### src/rtl/hack_pkg.sv
// Shared types and constants for the Hack control unit: FSM states, instruction
// field positions and the decoded C-instruction control word.
package hack_pkg;

    localparam int unsigned DATA_W = 16;
    localparam int unsigned COMP_W = 6;
    localparam int unsigned JMP_W  = 3;

    localparam int unsigned C_BIT    = 15;
    localparam int unsigned A_BIT    = 12;
    localparam int unsigned COMP_MSB = 11;
    localparam int unsigned DEST_A   = 5;
    localparam int unsigned DEST_D   = 4;
    localparam int unsigned DEST_M   = 3;
    localparam int unsigned J_LT     = 2;
    localparam int unsigned J_EQ     = 1;
    localparam int unsigned J_GT     = 0;

    typedef enum logic [1:0] {
        FETCH  = 2'd0,
        MREAD  = 2'd1,
        EXEC   = 2'd2,
        MWRITE = 2'd3
    } state_t;

    // Decoded view of the instruction latch
    typedef struct packed {
        logic              is_c;
        logic              a;
        logic [COMP_W-1:0] comp;
        logic              dest_a;
        logic              dest_d;
        logic              dest_m;
        logic [JMP_W-1:0]  jmp;
    } ctl_t;

endpackage

### src/rtl/hack_jump_unit.sv
// Combinational jump decision from the j bits and the ALU zr/ng flags.
module hack_jump_unit
    import hack_pkg::*;
(
    input  logic [JMP_W-1:0] jmp,
    input  logic             zr,
    input  logic             ng,
    output logic             take_c
);

    assign take_c = (jmp[J_LT] & ng)
                  | (jmp[J_EQ] & zr)
                  | (jmp[J_GT] & ~ng & ~zr);

endmodule

### src/rtl/hack_ctrl.sv
// Multi-cycle Hack control unit: fetches and decodes instructions, drives an
// external ALU, and owns the A, D and PC registers plus the data-memory port.
module hack_ctrl
    import hack_pkg::*;
#(
    parameter int unsigned PC_W     = 15,
    parameter int unsigned RESET_PC = 0
) (
    input  logic              clk,
    input  logic              rst_n,
    output logic              imem_req,
    output logic [PC_W-1:0]   imem_addr,
    input  logic [DATA_W-1:0] imem_data,
    input  logic              imem_ack,
    output logic              dmem_req,
    output logic              dmem_we,
    output logic [PC_W-1:0]   dmem_addr,
    output logic [DATA_W-1:0] dmem_wdata,
    input  logic [DATA_W-1:0] dmem_rdata,
    input  logic              dmem_ack,
    output logic [DATA_W-1:0] alu_x,
    output logic [DATA_W-1:0] alu_y,
    output logic              alu_zx,
    output logic              alu_nx,
    output logic              alu_zy,
    output logic              alu_ny,
    output logic              alu_f,
    output logic              alu_no,
    input  logic [DATA_W-1:0] alu_out,
    input  logic              alu_zr,
    input  logic              alu_ng,
    output logic [PC_W-1:0]   pc,
    output logic [DATA_W-1:0] a_reg,
    output logic [DATA_W-1:0] d_reg
);

    state_t            state, state_nxt;
    logic [DATA_W-1:0] instr_q, instr_nxt;
    logic [DATA_W-1:0] a_nxt, d_nxt, y_nxt, wdata_nxt;
    logic [PC_W-1:0]   pc_nxt, daddr_nxt, pc_inc;
    ctl_t              cf;
    logic              take_c;

    assign cf = '{
        is_c:   instr_q[C_BIT],
        a:      instr_q[A_BIT],
        comp:   instr_q[COMP_MSB -: COMP_W],
        dest_a: instr_q[DEST_A],
        dest_d: instr_q[DEST_D],
        dest_m: instr_q[DEST_M],
        jmp:    instr_q[J_LT:J_GT]
    };

    // ALU controls always come from the latch so they are never X
    assign alu_x     = d_reg;
    assign alu_zx    = cf.comp[5];
    assign alu_nx    = cf.comp[4];
    assign alu_zy    = cf.comp[3];
    assign alu_ny    = cf.comp[2];
    assign alu_f     = cf.comp[1];
    assign alu_no    = cf.comp[0];
    assign imem_addr = pc;
    assign pc_inc    = pc + PC_W'(1);

    hack_jump_unit u_jump (
        .jmp    (cf.jmp),
        .zr     (alu_zr),
        .ng     (alu_ng),
        .take_c (take_c)
    );

    always_ff @(posedge clk or negedge rst_n) begin
        if (!rst_n) state <= FETCH;
        else        state <= state_nxt;
    end

    // Next-state and next-register values; jump target and M address use the
    // pre-instruction a_reg so "AM=..." writes the old address.
    always_comb begin
        state_nxt = state;
        instr_nxt = instr_q;
        a_nxt     = a_reg;
        d_nxt     = d_reg;
        pc_nxt    = pc;
        y_nxt     = alu_y;
        daddr_nxt = dmem_addr;
        wdata_nxt = dmem_wdata;
        case (state)
            FETCH: begin
                if (imem_req && imem_ack) begin
                    instr_nxt = imem_data;
                    y_nxt     = a_reg;
                    if (imem_data[C_BIT] && imem_data[A_BIT]) begin
                        state_nxt = MREAD;
                        daddr_nxt = a_reg[PC_W-1:0];
                    end else begin
                        state_nxt = EXEC;
                    end
                end
            end
            MREAD: begin
                if (dmem_req && dmem_ack) begin
                    y_nxt     = dmem_rdata;
                    state_nxt = EXEC;
                end
            end
            EXEC: begin
                state_nxt = FETCH;
                if (!cf.is_c) begin
                    a_nxt  = {1'b0, instr_q[C_BIT-1:0]};
                    pc_nxt = pc_inc;
                end else begin
                    pc_nxt = take_c ? a_reg[PC_W-1:0] : pc_inc;
                    if (cf.dest_a) a_nxt = alu_out;
                    if (cf.dest_d) d_nxt = alu_out;
                    if (cf.dest_m) begin
                        daddr_nxt = a_reg[PC_W-1:0];
                        wdata_nxt = alu_out;
                        state_nxt = MWRITE;
                    end
                end
            end
            MWRITE: begin
                if (dmem_req && dmem_ack) state_nxt = FETCH;
            end
            default: state_nxt = FETCH;
        endcase
    end

    // Request strobes are registered from the next state, so they drop the
    // cycle after a completed transfer.
    always_ff @(posedge clk or negedge rst_n) begin
        if (!rst_n) begin
            pc         <= PC_W'(RESET_PC);
            a_reg      <= '0;
            d_reg      <= '0;
            instr_q    <= '0;
            alu_y      <= '0;
            imem_req   <= 1'b0;
            dmem_req   <= 1'b0;
            dmem_we    <= 1'b0;
            dmem_addr  <= '0;
            dmem_wdata <= '0;
        end else begin
            pc         <= pc_nxt;
            a_reg      <= a_nxt;
            d_reg      <= d_nxt;
            instr_q    <= instr_nxt;
            alu_y      <= y_nxt;
            imem_req   <= (state_nxt == FETCH);
            dmem_req   <= (state_nxt == MREAD) || (state_nxt == MWRITE);
            dmem_we    <= (state_nxt == MWRITE);
            dmem_addr  <= daddr_nxt;
            dmem_wdata <= wdata_nxt;
        end
    end

endmodule

### config.mk
export PLATFORM = sky130hd
export DESIGN_NAME = hack_ctrl
export DESIGN_NICKNAME = d
export VERILOG_FILES = /design/src/rtl/hack_pkg.sv /design/src/rtl/hack_jump_unit.sv /design/src/rtl/hack_ctrl.sv
export SDC_FILE = /design/constraint.sdc
export NUM_CORES = 1
export LEC_CHECK = 0
export CAP_MARGIN = 20
export CORE_ASPECT_RATIO = 0.75
export CORE_MARGIN = 10
export CORE_UTILIZATION = 39
export CTS_CLUSTER_SIZE = 8
export DETAILED_ROUTE_END_ITERATION = 16
export GPL_TIMING_DRIVEN = 0
export PLACE_DENSITY = 0.71
export SYNTH_ARGS = -nofsm -noshare
export SYNTH_HDL_FRONTEND = slang
export SYNTH_SLANG_ARGS = --single-unit
### constraint.sdc
create_clock -name clk -period 4.5 [get_ports clk]
set_clock_uncertainty 0.2 [all_clocks]
set_input_delay 0.9 -clock clk [delete_from_list [all_inputs] [get_ports clk]]
set_output_delay 0.9 -clock clk [all_outputs]
set_load 0.02 [all_outputs]
Word-level counts from Yosys, hierarchy flattened --
Index checks and enable logic that the tools add are counted.
Storage, ports and cells: bits in registers 115, input bits 54, output and inout bits 134, word-level logic and storage cells 64
Cells by class: add/sub/neg operators 1, equality and inequality tests 11, muxes and demuxes 19, bitwise operators 8, reductions and logical operators 14
Operators by type and width (count):
- $mux 15 | 6
- $mux 16 | 4
- $pmux 16 s2 | 1
- $pmux 15 s2 | 1
- $add 15x1->15 const B | 1
- $mux 2 | 6
- $ne 2x2->1 const B | 6
- $reduce_and 3->1 | 3
- $pmux 2 s4 | 1
- $eq 2x2->1 const B | 3
- $reduce_and 5->1 | 1
- $and 1x1->1 | 4
- $eq 2x1->1 const B | 2
- $logic_not 2->1 | 2
- $reduce_and 2->1 | 2
- $reduce_bool 2->1 | 2
- $logic_and 1x1->1 | 3
- $not 1->1 | 2
- $or 1x1->1 | 2
- $logic_or 1x1->1 | 1

Logic depth before layout (Yosys ltp) --
Gate-level depths: netlist of the first run.
depth in word-level cells 6, depth in mapped cells 7, mapped depth without buffers 5

Cells and area by module --
A second synthesis of the first run with hierarchy kept.
Second synthesis, totals: cell total of the unflattened synthesis 441, area total of the unflattened synthesis 5147.4 um^2
By module, submodules not included:
- hack_ctrl | times used 1, cells each 439, area each 5129.9 um^2, sequential area each 2877.8 um^2
- hack_jump_unit | times used 1, cells each 2, area each 17.5 um^2, sequential area each 0.0 um^2

Worst setup path after synthesis of the first run --
No wires, ideal clock.
path kind input to register, from in alu_ng, to reg pc[10], in the netlist imem_addr[10], arrival 1.988 ns, path slack 2.232 ns, stages 6, buffers on the path 2, cell sequence or3b_4 a21o_1 buf_6 buf_6 mux2i_1 a2bb2oi_1
On the way: word-level cells in the longest chain between the ends 6
RTL lines:
- start: declaration | RTL line hack_ctrl.sv:31 | input logic alu_ng,
- $not 1->1 | RTL line hack_jump_unit.sv:13 | | (jmp[J_GT] & ~ng & ~zr);
- $and 1x1->1 (2 in series) | RTL line hack_jump_unit.sv:13
- $or 1x1->1 * | RTL line hack_jump_unit.sv:13
- $mux 15 * | RTL line hack_ctrl.sv:113 | pc_nxt = take_c ? a_reg[PC_W-1:0] : pc_inc;
- $mux 15 * | RTL line hack_ctrl.sv:109 | if (!cf.is_c) begin
- end signal: assignment | RTL line hack_ctrl.sv:134 | pc <= PC_W'(RESET_PC);
- end signal: assignment | RTL line hack_ctrl.sv:145 | pc <= pc_nxt;
- end: declaration | RTL line hack_ctrl.sv:32 | output logic [PC_W-1:0] pc,
Mark *: on every way between the ends. The rest lies on a longest branch, timed or not. A chain may end at the register's enable or synchronous reset.

Worst setup path after layout of the first run --
from reg pc[6], in the netlist imem_addr[6], to out pc[6]
No word-level cell between the ends.

==> key figures, run 1 <==
STA
  • Max-slew violation count: 0
  • Worst Max-Slew Pin Slew: 0.702 ns
  • Tcrit/Tclk final: 0.618
  • Post-layout minimum cycle time: 2.78 ns
  • RSZ-0062 raised after global routing: no
  • Slew HR: 0.532
  • Final hold slack: 0.144 ns
  • # setup viols final: 0
  • Final hold vios: 0
  • Fmax: 359 MHz

Clock network
  • Hold bufs inserted after CTS: 0
  • Clk slew on worst S/H paths: 0.05 ns
  • Post-CTS Setup Bufs: 0
  • Worst-Skew Late Latency: 0.40 ns
  • H-Tree Depth: 4
  • Clk buf depth: 2
  • CTS Sinks: 115
  • CTS tree: yes
  • Root buffer cell: clkbuf_16
  • Cts repair resizes: 0
  • CTS buffer count: 17

Logic synthesis
  • Synth area leaders: dfrtp_1 (53%), mux2_2 (12%), mux2i_1 (7.4%), buf_4 (4.7%), o21ai_0 (2.1%)
  • Count leader, synth: dfrtp_1
  • Ys async rst share: 1.00
  • Sequential fraction of the synthesis area: 0.533
  • Synth area leader: dfrtp_1
  • Top_reg_cell synth: dfrtp_1
  • EDFF count, synth: 0
  • Top cells by count, synth: dfrtp_1 (115), mux2_2 (56), mux2i_1 (40)
  • Cell variety after synth: 49
  • Mapped Area: 0.00540 mm2
  • Ys Warns: 0
  • Post-synth top area share: 0.533
  • Cells after synthesis: 447
  • Syn_area_per_cell: 12.1 um2
  • Net Count, Synth: 502
  • Seq cells post-synth: 115

Die
  • Die X: 156 um
  • Num ports: 188
  • Die height: 122 um
  • Core area: 0.0137 mm2
  • Rows: 37
  • Starting Density: 0.395
  • Die area: 0.0190 mm2

Worst setup path
  • Worst Path Required: 3.40 ns
  • CP max FO: 10
  • Arrival time worst endpoint: 1.68 ns
  • Crit. Startpoint: imem_addr[6]
  • Setup crit start kind: flop
  • CP Class: flop to primary output
  • Worst reg2reg path startpoint: state[0]
  • Worst R2R Path Depth: 5
  • CP endpoint kind: primary output

Route
  • Final WL: 17100 um
  • Routed Antenna Nets: 0
  • Number of remaining DRC errors: 0
  • WL per Instance: 20.3 um
  • Initial DRC count: 263
  • Via density: 5.12
  • Via count: 4303
  • DR pass1 iterations: 4

Global routing
  • Aggregate global routing overflow: 0
  • Initial antenna violation count: 2
  • Vias in the first global route: 4688
  • Pin count of the biggest net entering global routing: 94
  • First-pass GRT wire length: 26900 um
  • Total GRT Usage: 0.181

Power and ir drop
  • Overall Power: 6.90 mW
  • Peak VDD IR: 0.000400 V
  • Leakage: 3.43 nW
  • Pwr/cell area: 858 mW/mm2

Job
  • Max Cap Viol: 0

Placement
  • Final HPWL DP: 12900 um
  • Port bufs: 187
  • RePlAce Congestion: 0.894

Final layout
  • Core Util, Final: 0.589
  • Nets@finish: 709
  • Share of cells above drive strength 1: 0.230
  • Layout Area Growth over Synthesis: 49.0%
  • Register area: 0.00288 mm2
  • FILL cells: 1118
  • Multi-input logic area: 0.00205 mm2

Worst hold path
  • Worst min path class: input pin to asynchronous set/reset pin

Status
  • Outcome: completed
## critical path, cell delays in order, from the launching register on
cell and delay [ns]:
dfrtp_1 0.52, buf_4 0.17, clkdlybuf4s50_1 0.59
## stage by stage
stage	instances	setup WS, ns	TNS, ns	instance area (um2)
after floorplan	447	2.23	0	5400
after global placement	809	-2.08	-237.91	7490
after detailed placement	810	1.47	0	7520
after CTS	840	1.69	0	8040
after global routing	840	1.64	0	8040
final	841	1.72	0	8040
## cell families (layout without fill, tap and decap cells)
family                   count (synthesis)  in the layout  share of synthesized area
adder cells (fa/ha/maj)                  1              1                    0.00232
multiplexers                           101            101                      0.201
flip-flops                             115            115                      0.533
buffers and inverters                   64            282                     0.0874
AND/OR/NAND/NOR                         89             89                     0.0846
other                                    0              1                          0
AO/OA/AOI/OAI                           77             77                     0.0911
## area by class of cell
class	count	share of cell area
diodes	1	0.000311
plain buffers	58	0.0558
clock buffers	25	0.0616
clock inverters	5	0.00342
inverters	6	0.00280
multi-input cells	268	0.255
flip-flops and latches	115	0.358
well taps	175	0.0272
repair buffers	188	0.236
## per-layer routing
layer | global-route usage | up-vias | wire length (um)
met4 | 0.0489 | 2 | 135
li1 | - | 1983 | -
met3 | 0.0817 | 14 | 1730
met2 | 0.283 | 153 | 7870
met1 | 0.224 | 2151 | 7340
met5 | 0 | - | 13
## power by group
group	internal, mW	total [mW]	switching [mW]
Clock	0.751	1.20	0.447
Sequential	1.55	2.02	0.473
Combinational	1.85	3.68	1.83
## worst paths after layout
path | end | slack (ns)
max reg2reg | alu_y[9] | 2.20
max | pc[6] | 1.72
max in group asynchronous | alu_y[12] | 3.21
min | dmem_addr[2] | 0.14
min in group clk | alu_y[7] | 0.28
min reg2reg | alu_y[7] | 0.28
## layout by cell type (no fill, tap or decap), types with 2 or more instances in the layout
cell / n
clkdlybuf4s50_1: 186
dfrtp_1: 115
mux2_2: 56
mux2i_1: 40
buf_4: 34
nand2_1: 27
o21ai_0: 23
a21oi_1: 21
nor2_1: 18
clkbuf_16: 17
nand3_1: 12
buf_2: 10
nand4_1: 9
clkbuf_8: 8
a21oi_2: 8
a2bb2oi_1: 8
clkbuf_1: 7
inv_1: 6
and3_1: 5
mux2_1: 5
buf_6: 4
clkinv_2: 4
a22oi_1: 3
and4_1: 3
a21boi_0: 2
nand3_2: 2
or2_2: 2
nand2b_1: 2
and2_1: 2
a31oi_1: 2
Note: power is estimated with default switching activity, not from simulation.
==> run 2: changes to the inputs <==
Clock period 4.5 ns to 2.8 ns, I/O delays scaled along.
==> run 2 against run 1 <==
Compared with the run above: first-iteration DRC count is 6.8% lower; clock power is 60% higher; critical endpoint unchanged; global-route usage stayed put; utilization is 0.073 points higher; setup slack worse by 1.4 ns; final area is 0.12% higher; clock-buffer cell count stayed put; highest routed layer unchanged; die area stayed put; routed wire length is 0.33% lower.
==> key figures, run 2 (synthesis results as in run 1) <==
Status
  • Outcome: completed

Worst hold path
  • Worst min path class: flop to flop

STA
  • Max-slew violation count: 0
  • Final hold vios: 0
  • Final hold slack: 0.282 ns
  • Tcrit/Tclk final: 0.872
  • Fmax: 409 MHz
  • Slew HR: 0.540
  • Worst Max-Slew Pin Slew: 0.690 ns
  • # setup viols final: 0
  • RSZ-0062 raised after global routing: no
  • Setup slack after layout: 0.357 ns
  • Post-layout minimum cycle time: 2.44 ns

Clock network
  • CTS Sinks: 115
  • Clk slew on worst S/H paths: 0.05 ns
  • Worst-Skew Late Latency: 0.40 ns
  • Hold bufs inserted after CTS: 1
  • Cts repair resizes: 0
  • Root buffer cell: clkbuf_16
  • Post-CTS Setup Bufs: 0
  • Clk buf depth: 2
  • CTS buffer count: 17
  • H-Tree Depth: 4
  • CTS tree: yes

Final layout
  • Commonest cells after routing, fill and taps aside: clkdlybuf4s50_1 (186), dfrtp_1 (115), mux2_2 (56), mux2i_1 (40), buf_4 (34)
  • Most common cell after layout, fill and taps aside: clkdlybuf4s50_1
  • Share of cells above drive strength 1: 0.230
  • Final Instance Area: 0.00805 mm2
  • Nets@finish: 710
  • FILL cells: 1119
  • Layout Area Growth over Synthesis: 49.2%
  • Core Util, Final: 0.590

Worst setup path
  • Largest stage delay, worst path: 0.59 ns
  • CP endpoint kind: primary output
  • Worst Path Required: 2.04 ns
  • Setup crit start kind: flop
  • Arrival time worst endpoint: 1.68 ns
  • CP max stage cell: clkdlybuf4s50_1
  • Flop2flop setup slack: 0.55 ns
  • Crit path cell chain: buf_4 > clkdlybuf4s50_1
  • CP max FO: 10
  • CP Class: flop to primary output

Placement
  • Setup slack at placement: 0.106 ns
  • RePlAce Congestion: 0.894
  • Placed Area: 0.00752 mm2
  • Port bufs: 187
  • Final HPWL DP: 12900 um

Die
  • Die area: 0.0190 mm2
  • Starting Density: 0.395
  • Die height: 122 um
  • Core area: 0.0137 mm2
  • Die X: 156 um
  • Num ports: 188
  • Rows: 37

Route
  • Number of remaining DRC errors: 0
  • DR pass1 iterations: 4
  • Final WL: 17000 um
  • Routed Antenna Nets: 0
  • WL per Instance: 20.2 um
  • Via count: 4311
  • Initial DRC count: 245
  • Via density: 5.12

Power and ir drop
  • Peak VDD IR: 0.000643 V
  • Leakage: 3.43 nW
  • Pwr/cell area: 1380 mW/mm2

Global routing
  • First-pass GRT wire length: 26900 um
  • Vias in the first global route: 4693
  • Pin count of the biggest net entering global routing: 94
  • Initial antenna violation count: 2
  • Total GRT Usage: 0.181
  • Aggregate global routing overflow: 0

Job
  • Max Cap Viol: 0
[run 2: changes by cell type in the layout (fill, tap and decap cells not counted), sizes merged]
cell,previous run,this run
dlygate4sd3,0,1
[run 2: metal layers]
layer | vias up | track usage | wire length (um)
met4 | 2 | 0.0489 | 138
met2 | 156 | 0.283 | 7930
met5 | - | 0 | 13
met1 | 2153 | 0.224 | 7210
met3 | 14 | 0.0817 | 1730
li1 | 1986 | - | -
[run 2: path summary, 6_finish.rpt]
| kind | startpoint | to | cells past startpoint |
|---|---|---|---|
| max in group asynchronous | rst_n | dmem_addr[10] | 3 |
| max | imem_addr[6] | pc[6] | 2 |
| min | alu_y[1] | alu_y[1] | 2 |
| min reg2reg | alu_y[1] | alu_y[1] | 2 |
| min in group asynchronous | rst_n | dmem_addr[2] | 2 |
| max reg2reg | state[0] | alu_y[9] | 5 |
[run 2: layout make-up]
class	count	area [um2]	area share
inverters	6	22.5	0.00280
flip-flops and latches	115	2880	0.357
plain buffers	58	449	0.0558
well taps	175	219	0.0272
multi-input cells	268	2050	0.254
diodes	1	2.50	0.000311
repair buffers	189	1910	0.237
clock buffers	25	495	0.0615
clock inverters	5	27.5	0.00342
[run 2: power breakdown]
part | switching (mW) | internal, mW | total, mW
registers | 0.759 | 2.49 | 3.25
clock network | 0.717 | 1.21 | 1.92
logic | 2.93 | 2.98 | 5.91
total | 4.41 | 6.68 | 11.1
[run 2: through the flow]
stage	power (mW)	TNS [ns]	std cells
2_1_floorplan	6.40	0	447
3_3_place_gp	9.07	-394.31	809
3_5_place_dp	9.22	0	810
4_1_cts	11.2	0	841
5_1_grt	11.7	0	841
6_report	11.1	0	842
[run 2: critical path: cells and delay by family, from the launching register on]
kind | cells | cell delay, ns
buffers and inverters | 2 | 0.76
DFF | 1 | 0.52
==> run 3: changes to the inputs <==
Settings changed: CELL_PAD_IN_SITES_DETAIL_PLACEMENT set to 0, CELL_PAD_IN_SITES_GLOBAL_PLACEMENT set to 1, CORE_UTILIZATION 39 to 35, PLACE_DENSITY 0.71 to not set, PLACE_DENSITY_LB_ADDON set to 0.1.
==> run 3 against run 2 <==
Compared with the run above: maximum frequency is 0.21% lower; critical endpoint unchanged; setup slack worse by 0.0050 ns; highest routed layer is now met4; global-route usage is 1.9 points lower; largest power group unchanged.
==> key figures, run 3 (synthesis results as in run 1) <==
Clock network
  • Root buffer cell: clkbuf_16
  • Worst-Skew Late Latency: 0.41 ns
  • H-Tree Depth: 4
  • CTS buffer count: 17
  • CTS tree: yes
  • Clk buf depth: 2
  • Post-CTS Setup Bufs: 0
  • CTS Sinks: 115
  • Clk slew on worst S/H paths: 0.06 ns

Route
  • DR pass1 iterations: 5
  • Routed Antenna Nets: 0
  • WL per Instance: 19.6 um
  • Via density: 4.88
  • Via count: 4264
  • Initial DRC count: 266
  • Number of remaining DRC errors: 0
  • Final WL: 17100 um

Die
  • Core area: 0.0152 mm2
  • Rows: 39
  • Starting Density: 0.356
  • Die height: 128 um
  • Num ports: 188
  • Die X: 163 um
  • Die area: 0.0208 mm2

Job
  • Max Cap Viol: 0

STA
  • Max-slew violation count: 0
  • Slew HR: 0.542
  • RSZ-0062 raised after global routing: no
  • Worst Max-Slew Pin Slew: 0.687 ns
  • Post-layout minimum cycle time: 2.45 ns
  • Fmax: 409 MHz
  • Sum Neg Setup Slack: 0 ns
  • Final hold vios: 0
  • # setup viols final: 0
  • Tcrit/Tclk final: 0.874

Worst setup path
  • CP endpoint kind: primary output
  • Worst R2R Path Depth: 5
  • Largest stage delay, worst path: 0.59 ns
  • CP max FO: 10
  • Arrival time worst endpoint: 1.69 ns
  • Crit path cell chain: buf_4 > clkdlybuf4s50_1
  • CP max stage cell: clkdlybuf4s50_1
  • Setup crit start kind: flop
  • CP Class: flop to primary output
  • Worst Path Required: 2.04 ns

Final layout
  • Nets@finish: 710
  • Core Util, Final: 0.538
  • Most common cell after layout, fill and taps aside: clkdlybuf4s50_1
  • Layout Area Growth over Synthesis: 51.1%
  • # diodes: 0
  • Non-Filler Instances: 873
  • Share of cells above drive strength 1: 0.238
  • Final Instance Area: 0.00816 mm2
  • Commonest cells after routing, fill and taps aside: clkdlybuf4s50_1 (186), dfrtp_1 (115), mux2_2 (56), mux2i_1 (40), buf_4 (34)

Global routing
  • Aggregate global routing overflow: 0
  • First-pass GRT wire length: 26400 um
  • Initial antenna violation count: 0
  • Pin count of the biggest net entering global routing: 90
  • Vias in the first global route: 4438
  • Total GRT Usage: 0.162

Power and ir drop
  • Pwr/cell area: 1380 mW/mm2
  • Leakage: 3.46 nW
  • Peak VDD IR: 0.000554 V

Placement
  • Post-Place Cells: 840
  • RePlAce Congestion: 0.854
  • Placed Area: 0.00755 mm2
  • Final HPWL DP: 12900 um
  • Port bufs: 187

Worst hold path
  • Worst min path class: flop to flop
  • Worst hold stages: 2

Status
  • Outcome: completed
run 3: final timing paths:
kind | slack (ns) | from | end
setup reg to reg | 0.38 | state[0] | alu_y[10]
max in group asynchronous | 1.28 | rst_n | alu_y[10]
hold reg to reg | 0.28 | alu_y[12] | alu_y[12]
min in group asynchronous | 0.39 | rst_n | dmem_addr[2]
setup / recovery | 0.35 | imem_addr[6] | pc[6]
hold / removal | 0.28 | alu_y[12] | alu_y[12]
run 3: power breakdown:
part | internal, mW | switching, mW | total, mW
combinational | 2.98 | 2.90 | 5.89
sequential | 2.49 | 0.748 | 3.24
clock | 1.34 | 0.817 | 2.16
total | 6.81 | 4.47 | 11.3
run 3: cell type report:
| class | count | area, um2 |
|---|---|---|
| buffer | 58 | 449 |
| clock buffer | 18 | 439 |
| clock inverter | 14 | 154 |
| fill | 1326 | 7020 |
| inverter | 6 | 22.5 |
| multi-input combinational | 268 | 2050 |
| sequential | 115 | 2880 |
| tap | 205 | 256 |
| timing repair buffer | 189 | 1910 |
run 3: routing by layer:
metal	up-vias	share of wire	track usage
met5	-	0	0
met4	0	0.0033	0.0317
met3	4	0.082	0.0546
met2	150	0.47	0.253
met1	2124	0.45	0.214
li1	1986	-	-
run 3: repair_timing:
item | in CTS | in global routing
hold endpoints to repair | 26 | 0
resized for setup | 0 | 0
hold buffers | 1 | 0
run 3: critical path, delay by kind of cell, from the launching register on:
| family | cells | cell delay [ns] |
|---|---|---|
| buffers and inverters | 2 | 0.76 |
| flip-flops | 1 | 0.52 |
run 3: per-stage QoR:
| stage | setup WS [ns] | hold slack, ns | power, mW |
|---|---|---|---|
| 6_report | 0.352 | 0.277 | 11.3 |
| 5_1_grt | 0.181 | 0.300 | 12.0 |
| 4_1_cts | 0.340 | 0.284 | 11.4 |
| 3_5_place_dp | -0.0253 | 0.251 | 9.23 |
| 3_3_place_gp | -3.70 | 0.262 | 9.15 |
| 2_1_floorplan | 0.872 | 0.0644 | 6.40 |
